**src/rtl/commit_unit_if.sv**
```systemverilog
`default_nettype none
// ============================================================================
// Module      : commit_unit_if
// Description : Bundles the ROB head fields, the register-file write port, the
//               store-buffer release handshake and the flush/trap outputs of
//               the commit unit into a single interface.
//               modport master : the commit unit (drives the commit outputs)
//               modport slave  : the ROB / pipeline side (drives the head fields)
//               Optional macro COMMIT_PERF_EN adds the retired_count and
//               flush_count performance counters.
// Revision    : 1.0 - initial release
// ============================================================================
interface commit_unit_if #(
  parameter int ROB_IDX_W = 4
) ();

  // ROB head status and fields
  logic                 empty;
  logic                 head_ready;
  logic                 ROB_head_store;
  logic [1:0]           head_itype;
  logic [4:0]           head_rd;
  logic [31:0]          head_value;
  logic [31:0]          head_pc;
  logic [31:0]          head_target;
  logic                 head_branch_result;
  logic                 head_exception;
  logic [7:0]           head_mcause;
  logic [ROB_IDX_W-1:0] head_rob;

  // Commit results
  logic                 rd_en;
  logic                 rf_we;
  logic [4:0]           rf_waddr;
  logic [31:0]          rf_wdata;
  logic [ROB_IDX_W-1:0] rf_wrob;

  // Store-buffer release handshake
  logic                 st_req;
  logic                 st_ack;
  logic                 st_err;

  // Exception / redirect
  logic                 illegal_access_e;
  logic                 flush;
  logic [31:0]          redirect_pc;
  logic [31:0]          trap_mepc;
  logic [7:0]           trap_mcause;

`ifdef COMMIT_PERF_EN
  logic [63:0]          retired_count;
  logic [31:0]          flush_count;
`endif

  modport master (
    input  empty, head_ready, ROB_head_store, head_itype, head_rd, head_value,
           head_pc, head_target, head_branch_result, head_exception,
           head_mcause, head_rob, st_ack, st_err,
    output rd_en, rf_we, rf_waddr, rf_wdata, rf_wrob, st_req,
           illegal_access_e, flush, redirect_pc, trap_mepc, trap_mcause
`ifdef COMMIT_PERF_EN
    , output retired_count, flush_count
`endif
  );

  modport slave (
    output empty, head_ready, ROB_head_store, head_itype, head_rd, head_value,
           head_pc, head_target, head_branch_result, head_exception,
           head_mcause, head_rob, st_ack, st_err,
    input  rd_en, rf_we, rf_waddr, rf_wdata, rf_wrob, st_req,
           illegal_access_e, flush, redirect_pc, trap_mepc, trap_mcause
`ifdef COMMIT_PERF_EN
    , input retired_count, flush_count
`endif
  );

endinterface
`default_nettype wire

```
**src/rtl/commit_unit.sv**
```systemverilog
`default_nettype none
// ============================================================================
// Module      : commit_unit
// Description : In-order commit stage. Retires at most one ROB head entry per
//               cycle: writes the architectural register file, releases
//               stores through the store-buffer handshake, squashes the
//               pipeline on branch mispredicts and takes traps on exceptions.
// Ports       : clk    - clock, all state changes on the rising edge
//               reset  - asynchronous active-high reset
//               bus    - commit_unit_if.master (ROB head in, commit results,
//                        store handshake, flush/redirect and trap values out)
// Parameters  : TRAP_VECTOR - fetch redirect target when a trap is taken
//               ROB_IDX_W   - ROB index width (must match the interface)
// Options     : COMMIT_PERF_EN - adds retired_count / flush_count counters
// Revision    : 1.0 - initial release
// ============================================================================
module commit_unit #(
  parameter logic [31:0] TRAP_VECTOR = 32'h0000_0100,
  parameter int          ROB_IDX_W   = 4
) (
  input  wire logic      clk,
  input  wire logic      reset,
  commit_unit_if.master  bus
);

  typedef enum logic [1:0] {
    IDLE    = 2'd0,
    ST_WAIT = 2'd1,
    FLUSH   = 2'd2,
    TRAP    = 2'd3
  } state_t;

  state_t               r_state;
  logic                 r_flush;
  logic [31:0]          r_redirect_pc;
  logic [31:0]          r_trap_mepc;
  logic [7:0]           r_trap_mcause;

  logic                 w_head_valid;
  logic                 w_take_trap;
  logic                 w_take_store;
  logic                 w_retire_idle;
  logic                 w_mispredict;
  logic                 w_rf_we;
  logic                 w_st_req;
  logic                 w_illegal;
  logic                 w_rd_en;
  logic [ROB_IDX_W-1:0] w_head_rob;

  assign w_head_rob = bus.head_rob;

  // Decode of the head entry. Exceptions win over the store flag and the
  // itype decode, so an excepting entry never writes rf nor requests a store.
  always_comb begin
    w_head_valid  = !bus.empty && bus.head_ready;
    w_take_trap   = (r_state == IDLE) && w_head_valid && bus.head_exception;
    w_take_store  = (r_state == IDLE) && w_head_valid && !bus.head_exception
                    && bus.ROB_head_store;
    w_retire_idle = (r_state == IDLE) && w_head_valid && !bus.head_exception
                    && !bus.ROB_head_store;
    w_mispredict  = w_retire_idle && (bus.head_itype == 2'b00)
                    && bus.head_branch_result;
    // Writes to x0 are dropped but the entry still retires.
    w_rf_we       = w_retire_idle && bus.head_itype[1] && (bus.head_rd != 5'd0);
    // st_req follows the state so an asynchronous reset removes it at once.
    w_st_req      = (r_state == ST_WAIT);
    w_illegal     = (r_state == ST_WAIT) && bus.st_ack && bus.st_err;
    w_rd_en       = w_take_trap || w_retire_idle
                    || ((r_state == ST_WAIT) && bus.st_ack && !bus.st_err);
  end

  always_ff @(posedge clk or posedge reset) begin
    if (reset) begin
      r_state       <= IDLE;
      r_flush       <= 1'b0;
      r_redirect_pc <= 32'd0;
      r_trap_mepc   <= 32'd0;
      r_trap_mcause <= 8'd0;
    end else begin
      case (r_state)
        IDLE: begin
          r_flush <= 1'b0;
          if (w_take_trap) begin
            r_state       <= TRAP;
            r_flush       <= 1'b1;
            r_redirect_pc <= TRAP_VECTOR;
            r_trap_mepc   <= bus.head_pc;
            r_trap_mcause <= bus.head_mcause;
          end else if (w_take_store) begin
            r_state <= ST_WAIT;
          end else if (w_mispredict) begin
            r_state       <= FLUSH;
            r_flush       <= 1'b1;
            r_redirect_pc <= bus.head_target;
          end
        end
        // On an error ack the head stays in the ROB; it comes back from IDLE
        // as an exception once the ROB has marked it.
        ST_WAIT: begin
          if (bus.st_ack) begin
            r_state <= IDLE;
          end
        end
        FLUSH, TRAP: begin
          r_flush <= 1'b0;
          r_state <= IDLE;
        end
        default: begin
          r_flush <= 1'b0;
          r_state <= IDLE;
        end
      endcase
    end
  end

  assign bus.rd_en            = w_rd_en;
  assign bus.rf_we            = w_rf_we;
  assign bus.rf_waddr         = bus.head_rd;
  assign bus.rf_wdata         = bus.head_value;
  assign bus.rf_wrob          = w_head_rob;
  assign bus.st_req           = w_st_req;
  assign bus.illegal_access_e = w_illegal;
  assign bus.flush            = r_flush;
  assign bus.redirect_pc      = r_redirect_pc;
  assign bus.trap_mepc        = r_trap_mepc;
  assign bus.trap_mcause      = r_trap_mcause;

`ifdef COMMIT_PERF_EN
  logic [63:0] r_retired_count;
  logic [31:0] r_flush_count;

  // Both counters wrap naturally at their width.
  always_ff @(posedge clk or posedge reset) begin
    if (reset) begin
      r_retired_count <= 64'd0;
      r_flush_count   <= 32'd0;
    end else begin
      if (w_rd_en) begin
        r_retired_count <= r_retired_count + 64'd1;
      end
      if (r_flush) begin
        r_flush_count <= r_flush_count + 32'd1;
      end
    end
  end

  assign bus.retired_count = r_retired_count;
  assign bus.flush_count   = r_flush_count;
`endif

endmodule
`default_nettype wire

```
**src/flat_wrapper.sv**
```systemverilog
// flat-port wrapper written by rule: the top's interface ports become plain ports
module commit_unit_flat 
#(
  parameter logic [31:0] TRAP_VECTOR = 32'h0000_0100,
  parameter int          ROB_IDX_W   = 4
)
  (clk, reset, bus_empty, bus_head_ready, bus_ROB_head_store, bus_head_itype, bus_head_rd, bus_head_value, bus_head_pc, bus_head_target, bus_head_branch_result, bus_head_exception, bus_head_mcause, bus_head_rob, bus_st_ack, bus_st_err, bus_rd_en, bus_rf_we, bus_rf_waddr, bus_rf_wdata, bus_rf_wrob, bus_st_req, bus_illegal_access_e, bus_flush, bus_redirect_pc, bus_trap_mepc, bus_trap_mcause);
  commit_unit_if #(.ROB_IDX_W(ROB_IDX_W)) bus_i ();
  input  wire logic clk;
  input  wire logic reset;
  input wire logic [$bits(bus_i.empty)-1:0] bus_empty;
  input wire logic [$bits(bus_i.head_ready)-1:0] bus_head_ready;
  input wire logic [$bits(bus_i.ROB_head_store)-1:0] bus_ROB_head_store;
  input wire logic [$bits(bus_i.head_itype)-1:0] bus_head_itype;
  input wire logic [$bits(bus_i.head_rd)-1:0] bus_head_rd;
  input wire logic [$bits(bus_i.head_value)-1:0] bus_head_value;
  input wire logic [$bits(bus_i.head_pc)-1:0] bus_head_pc;
  input wire logic [$bits(bus_i.head_target)-1:0] bus_head_target;
  input wire logic [$bits(bus_i.head_branch_result)-1:0] bus_head_branch_result;
  input wire logic [$bits(bus_i.head_exception)-1:0] bus_head_exception;
  input wire logic [$bits(bus_i.head_mcause)-1:0] bus_head_mcause;
  input wire logic [$bits(bus_i.head_rob)-1:0] bus_head_rob;
  input wire logic [$bits(bus_i.st_ack)-1:0] bus_st_ack;
  input wire logic [$bits(bus_i.st_err)-1:0] bus_st_err;
  output wire logic [$bits(bus_i.rd_en)-1:0] bus_rd_en;
  output wire logic [$bits(bus_i.rf_we)-1:0] bus_rf_we;
  output wire logic [$bits(bus_i.rf_waddr)-1:0] bus_rf_waddr;
  output wire logic [$bits(bus_i.rf_wdata)-1:0] bus_rf_wdata;
  output wire logic [$bits(bus_i.rf_wrob)-1:0] bus_rf_wrob;
  output wire logic [$bits(bus_i.st_req)-1:0] bus_st_req;
  output wire logic [$bits(bus_i.illegal_access_e)-1:0] bus_illegal_access_e;
  output wire logic [$bits(bus_i.flush)-1:0] bus_flush;
  output wire logic [$bits(bus_i.redirect_pc)-1:0] bus_redirect_pc;
  output wire logic [$bits(bus_i.trap_mepc)-1:0] bus_trap_mepc;
  output wire logic [$bits(bus_i.trap_mcause)-1:0] bus_trap_mcause;
  assign bus_i.empty = bus_empty;
  assign bus_i.head_ready = bus_head_ready;
  assign bus_i.ROB_head_store = bus_ROB_head_store;
  assign bus_i.head_itype = bus_head_itype;
  assign bus_i.head_rd = bus_head_rd;
  assign bus_i.head_value = bus_head_value;
  assign bus_i.head_pc = bus_head_pc;
  assign bus_i.head_target = bus_head_target;
  assign bus_i.head_branch_result = bus_head_branch_result;
  assign bus_i.head_exception = bus_head_exception;
  assign bus_i.head_mcause = bus_head_mcause;
  assign bus_i.head_rob = bus_head_rob;
  assign bus_i.st_ack = bus_st_ack;
  assign bus_i.st_err = bus_st_err;
  assign bus_rd_en = bus_i.rd_en;
  assign bus_rf_we = bus_i.rf_we;
  assign bus_rf_waddr = bus_i.rf_waddr;
  assign bus_rf_wdata = bus_i.rf_wdata;
  assign bus_rf_wrob = bus_i.rf_wrob;
  assign bus_st_req = bus_i.st_req;
  assign bus_illegal_access_e = bus_i.illegal_access_e;
  assign bus_flush = bus_i.flush;
  assign bus_redirect_pc = bus_i.redirect_pc;
  assign bus_trap_mepc = bus_i.trap_mepc;
  assign bus_trap_mcause = bus_i.trap_mcause;
  commit_unit #(.TRAP_VECTOR(TRAP_VECTOR), .ROB_IDX_W(ROB_IDX_W)) u_core (.clk(clk), .reset(reset), .bus(bus_i));
endmodule
```
**config.mk**
```make
export PLATFORM = sky130hd
export DESIGN_NAME = commit_unit_flat
export DESIGN_NICKNAME = d
export VERILOG_FILES = /design/src/rtl/commit_unit_if.sv /design/src/rtl/commit_unit.sv /design/src/flat_wrapper.sv
export SDC_FILE = /design/constraint.sdc
export NUM_CORES = 1
export LEC_CHECK = 0
export CAP_MARGIN = 20
export CORE_ASPECT_RATIO = 0.5
export CORE_MARGIN = 2
export CORE_UTILIZATION = 32
export CTS_BUF_LIST = sky130_fd_sc_hd__clkbuf_16
export DETAILED_ROUTE_END_ITERATION = 6
export PLACE_DENSITY_LB_ADDON = 0.25
export SETUP_SLACK_MARGIN = 0.5
export SLEW_MARGIN = 20
export SYNTH_ARGS = -nofsm -noshare
export SYNTH_HDL_FRONTEND = slang
export SYNTH_SLANG_ARGS = --single-unit
```
**constraint.sdc**
```tcl
create_clock -name clk -period 2.54 [get_ports clk]
set_input_delay 0.508 -clock clk [delete_from_list [all_inputs] [get_ports clk]]
set_output_delay 0.508 -clock clk [all_outputs]
set_load 0.005 [all_outputs]
```
# Yosys cells after proc, flatten, opt, wreduce, memory -nomap -nowiden
# Index checks and enable logic that the tools add are counted.
# word_totals
register_bits	75
in_bits	124
wordCells	51
# classes
eq_ne	6
mux	12
n_reduce_logical	28
# ops
operator	count
$mux W32	3
$logic_and A1 B1 Y1	13
$mux W2	4
$pmux W2 S3	1
$reduce_bool A5 Y1	1
$eq A2 B2 Y1 const B	2
$logic_not A1 Y1	4
$logic_not A2 Y1	2
$ne A4 B1 Y1 const B	1
$reduce_and A2 Y1	2
$reduce_bool A2 Y1	2
$mux W1	3
$reduce_and A3 Y1	1
$eq A2 B1 Y1 const B	1
$logic_or A1 B1 Y1	2
$ne A2 B1 Y1 const B	1
$ne A2 B2 Y1 const B	1
$pmux W1 S2	1
$reduce_or A2 Y1	1

# Longest topological paths before layout
# logic_depth
word_depth	11
ltp_mapped	5
depth_no_buf	3

# Worst setup path before layout
# OpenSTA, ideal clock, no wires.
# synth_timing
path_type	input -> register
start	input port bus_empty
end	register u_core.r_trap_mepc[19], in the netlist u_core.bus.trap_mepc[19]
setup_ns	0.125
arrival_time_ns	1.898
required_time_ns	2.415
path_slack_ns	0.517
cell_stages	5
path_buffers	2
path_cell_list	or4b_1 buf_4 nor2_1 buf_4 mux2_2
# synth_between
elab_chain_cells	5
# synth_rtl
item	line	text
from (decl)	flat_wrapper.sv:11	input wire logic [$bits(bus_i.empty)-1:0] bus_empty;
$logic_not A1 Y1	commit_unit.sv:55	w_head_valid = !bus.empty && bus.head_ready;
$logic_and A1 B1 Y1	commit_unit.sv:55	
$logic_and A1 B1 Y1 (2 in series)	commit_unit.sv:56	w_take_trap = (r_state == IDLE) && w_head_valid && bus.head_exception;
$reduce_and A2 Y1 (no line)	-	
to (signal assigned)	commit_unit.sv:87	r_trap_mepc <= bus.head_pc;
to (decl)	commit_unit.sv:36	logic [31:0] r_trap_mepc;
# No other way between the ends.
# A chain may end at the register's enable or synchronous reset.

# Final worst setup path
# layout_timing
start	input port bus_head_exception
end	output port bus_rd_en
# layout_between
elab_chain_cells	5
elab_cells_between_ends	6
cone_classes	reduce/logical (6)
# layout_rtl
item	line	text
from (decl)	flat_wrapper.sv:20	input wire logic [$bits(bus_i.head_exception)-1:0] bus_head_exception;
$logic_not A1 Y1	commit_unit.sv:59	w_retire_idle = (r_state == IDLE) && w_head_valid && !bus.head_exception
$logic_and A1 B1 Y1	commit_unit.sv:59	
$logic_and A1 B1 Y1	commit_unit.sv:60	&& !bus.ROB_head_store;
$logic_or A1 B1 Y1 (*)	commit_unit.sv:68	w_rd_en = w_take_trap || w_retire_idle
$logic_or A1 B1 Y1 (*)	commit_unit.sv:69	|| ((r_state == ST_WAIT) && bus.st_ack && !bus.st_err);
to (decl)	flat_wrapper.sv:25	output wire logic [$bits(bus_i.rd_en)-1:0] bus_rd_en;
# Mark *: on every way between the ends. The rest lies on a longest branch, timed or not.

==> run summary <==
The die is 153 µm wide. The clock latency of the later-clocked register in the worst-skew pair was 320 ps. On the worst path, the slowest cell contributes a delay of 520 ps. The cell with the largest stage delay on the worst path was sky130_fd_sc_hd__clkdlybuf4s50_1. The layout-stage area growth over the synthesis result was 53.6%; the fraction of registers with async set or reset after synthesis was 100%. The synthesized netlist net count came out at 418. Setup repair after global routing could not meet its margin everywhere. The count of final max-slew check failures is 0.

The analysis attributes to cell leakage a power of 2.19 nW. By area the synthesized netlist is led by sky130_fd_sc_hd__dfrtp_1 (53%), sky130_fd_sc_hd__mux2_2 (10%), sky130_fd_sc_hd__buf_4 (9.8%). The worst hold path terminates at u_core.bus.trap_mepc[18]. The largest net degree at the start of global routing was 76. The worst setup path is captured at a primary output.

The worst-case register-to-register setup slack came out at 590 ps. The via count of the first global-routing pass is 2824, and the area share of the largest cell type after synthesis is 53.0%. The share of final-layout standard cells stronger than drive strength 1 came out at 16.9%. Data arrives at the worst endpoint at 1520 ps. The congestion estimate from routability-driven global placement came to 0.723.

The number of clock sinks is 75, and the routed wire length is 9460 µm. The critical path starts at bus_head_exception. The required time of the worst setup path was 2030 ps; the maximum level of the CTS H-tree was 3. Post-placement setup slack: -117 ps. STA classifies the critical path startpoint as an input port. Counting distinct cell types in the post-synthesis netlist gives 23. After detailed routing, the average wire length per cell comes to 16.4 µm.

The final layout contains 551 nets. The run gives 0 as the number of antenna cells inserted. For the count of nets left with antenna violations after detail routing, the log shows 0. The logs give 32.5% for the starting density of the core and 14800 µm for the first-pass GRT wire length. For this block, the via count after detailed routing is 2709. During placement, the flow inserted port buffers numbering 169.

Static timing analysis puts the maximum clock frequency at 0.493 GHz. Global routing consumed, over all layers together, 15.6% of the routing resources. After layout, the minimum clock period comes to 2030 ps. During I/O placement, the number of pins put on the boundary was 242. End of the worst register-to-register path: u_core.bus.redirect_pc[9]. Number of synthesized flops with an enable pin: 0. The placeable core region was 0.0109 mm².

The worst slew margin relative to its limit was 66.1%; the number of placement rows was 27. In this run the most critical hold path is launched from u_core.bus.trap_mepc[18]. The worst setup slack after layout is 513 ps, and the synthesized area divided by synthesized cell count is 12.0 µm².

The first routing iteration left 98 violations. The actual slew at the worst max-slew pin is 509 ps. Sequential elements use 53.0% of the synthesized area. The number of cells on the worst reg-to-reg path is 4. The wire-length estimate of the detail-placed layout is 6710 µm. In this run, CTS created clock tree buffers numbering 9. The buffer depth of the longest clock path was 2; the clock slew seen by the registers of the worst setup and hold paths was 60 ps.

For this design the ratio of total power to cell area is 655 mW/mm². Setup violations remaining at the end of the flow were counted as 0. Yosys printed 0 warnings. In the post-synthesis netlist, the cell with the most instances is sky130_fd_sc_hd__dfrtp_1. The count of state elements after synthesis is 75. The flow ran to the end, and the final reports show no timing, DRC or antenna violations. By count the netlist is led by sky130_fd_sc_hd__dfrtp_1 (75), sky130_fd_sc_hd__o21ai_0 (64), sky130_fd_sc_hd__buf_4 (46), sky130_fd_sc_hd__mux2_2 (33), sky130_fd_sc_hd__mux2i_1 (32). The initial antenna violation count was 0. The clock arrives with 5.09 ps of skew.

Maximum VDD drop: 0.000423 V. On the critical path the largest part of the delay comes from buffers and inverters. The total buffers and inverters traversed by the critical path works out to 2. The buffer type at the clock tree root was sky130_fd_sc_hd__clkbuf_16. The die is 78.4 µm tall. Worst min-delay path class: reg -> reg. Final cycle utilization of the critical path: 79.8%. The tools report the final number of hold-violating endpoints as 0. The signal on the critical path passes through clkdlybuf4s50_1 > nor2_2 > nand2_2 > o211ai_1 > buf_2. The worst setup path is of the in -> out kind. Before antenna repair, the detailed router went through 3 iterations. The synthesized netlist occupies a cell area of 0.00354 mm². The most used flip-flop cell after synthesis is sky130_fd_sc_hd__dfrtp_1.

The floorplan step defined a die boundary enclosing 0.0120 mm². The tools report the cell count after synthesis as 294. TritonCTS built the clock tree. The total of max-cap violations was 0; the total congestion overflow was 0.

The maximum fanout along the worst path works out to 5. The biggest area contributor in the post-synthesis netlist is sky130_fd_sc_hd__dfrtp_1. The cell depth of the worst hold path was 1. For this run, design rule violations remaining after detail routing come to 0. The startpoint identified for the worst register-to-register timing path is u_core.r_state[0]. In the final timing run, aggregate negative setup slack is 0 ps. The number of vias per cell after detailed routing works out to 4.69.
## layer usage
metal | vias up | GRT usage [%] | wire length (µm)
met5 | - | 0 | 0
met4 | 0 | 7.22 | 341
met3 | 49 | 4.25 | 414
met2 | 73 | 26.4 | 4720
met1 | 1329 | 18.7 | 3980
li1 | 1258 | - | -
## stage by stage
| stage | power (mW) | util (%) | std cells | hold WS, ps | cell area (µm²) |
|---|---|---|---|---|---|
| finish | 3.56 | 50.0 | 577 | 479 | 5440 |
| global route | 3.74 | 50.0 | 577 | 504 | 5440 |
| CTS | 3.62 | 49.8 | 576 | 487 | 5420 |
| detailed placement | 2.40 | 47.2 | 560 | 474 | 5130 |
| global placement | 2.39 | 47.2 | 560 | 467 | 5130 |
| floorplan | 1.82 | - | 294 | 439 | 3540 |
## timing repair
action | CTS | global route
pin swaps | 5 | 4
hold buffers | 0 | 0
setup buffers | 0 | 1
setup endpoints to repair | 79 | 35
gates resized for setup | 27 | 4
## logic make-up (layout without fill, tap and decap cells)
logic type | Yosys count | count (layout) | synth area share [%]
AOI/OAI and AO/OA | 69 | 69 | 9.93
buffers and inverters | 63 | 201 | 12.2
DFF | 75 | 75 | 53.0
muxes | 72 | 72 | 21.8
and+or+nand+nor | 15 | 15 | 3.08
## power breakdown
group | switching (mW) | total (mW) | internal, mW
sequential | 0.0974 | 1.49 | 1.39
combinational | 0.277 | 0.884 | 0.607
clock | 0.449 | 1.19 | 0.740
total | 0.823 | 3.56 | 2.74
## worst register-to-register path: cells and delay by family, from the launching register on
kind / cells / cell delay (ps)
flip-flops: 1 / 440
AND/OR/NAND/NOR: 2 / 960
buffers and inverters: 1 / 260
multiplexers: 1 / 220
## registers in the layout (all words and copies together), names as in the netlist
register                cells
u_core.bus.flush            1
u_core.bus.trap_mcause      8
u_core.r_state              2
u_core.bus.redirect_pc     32
u_core.bus.trap_mepc       32
## layout make-up
class / count / area [µm²]
well taps: 145 / 181
flip-flops and latches: 75 / 1880
repair buffers: 183 / 1810
clock inverters: 7 / 52.6
clock buffers: 9 / 225
inverters: 2 / 11.3
fillers: 1009 / 5440
multi-input cells: 156 / 1270
## worst max-delay path by stage
stage | end | slack (ps) | cells after the start
after floorplan | u_core.bus.trap_mepc[19] | 520 | 5
after global placement | u_core.bus.redirect_pc[9] | -60 | 5
after detailed placement | u_core.bus.redirect_pc[30] | -120 | 5
after CTS | u_core.bus.redirect_pc[3] | 470 | 4
after global routing | bus_rd_en | 460 | 5
final | bus_rd_en | 510 | 5
## cells in the final DEF, fill, tap and decap left out, types with 2 or more instances in the layout
master                            count
sky130_fd_sc_hd__a21oi_1              3
sky130_fd_sc_hd__buf_12               3
sky130_fd_sc_hd__buf_2                3
sky130_fd_sc_hd__buf_4               11
sky130_fd_sc_hd__clkbuf_16            9
sky130_fd_sc_hd__clkdlybuf4s15_1      2
sky130_fd_sc_hd__clkdlybuf4s50_1    160
sky130_fd_sc_hd__clkinv_1             3
sky130_fd_sc_hd__dfrtp_1             73
sky130_fd_sc_hd__dfrtp_2              2
sky130_fd_sc_hd__dlygate4sd2_1        4
sky130_fd_sc_hd__inv_1                4
sky130_fd_sc_hd__mux2_1               7
sky130_fd_sc_hd__mux2_2              33
sky130_fd_sc_hd__mux2i_1             32
sky130_fd_sc_hd__nand2_2              2
sky130_fd_sc_hd__o21ai_0             63
(Power assumes the default switching activity.)
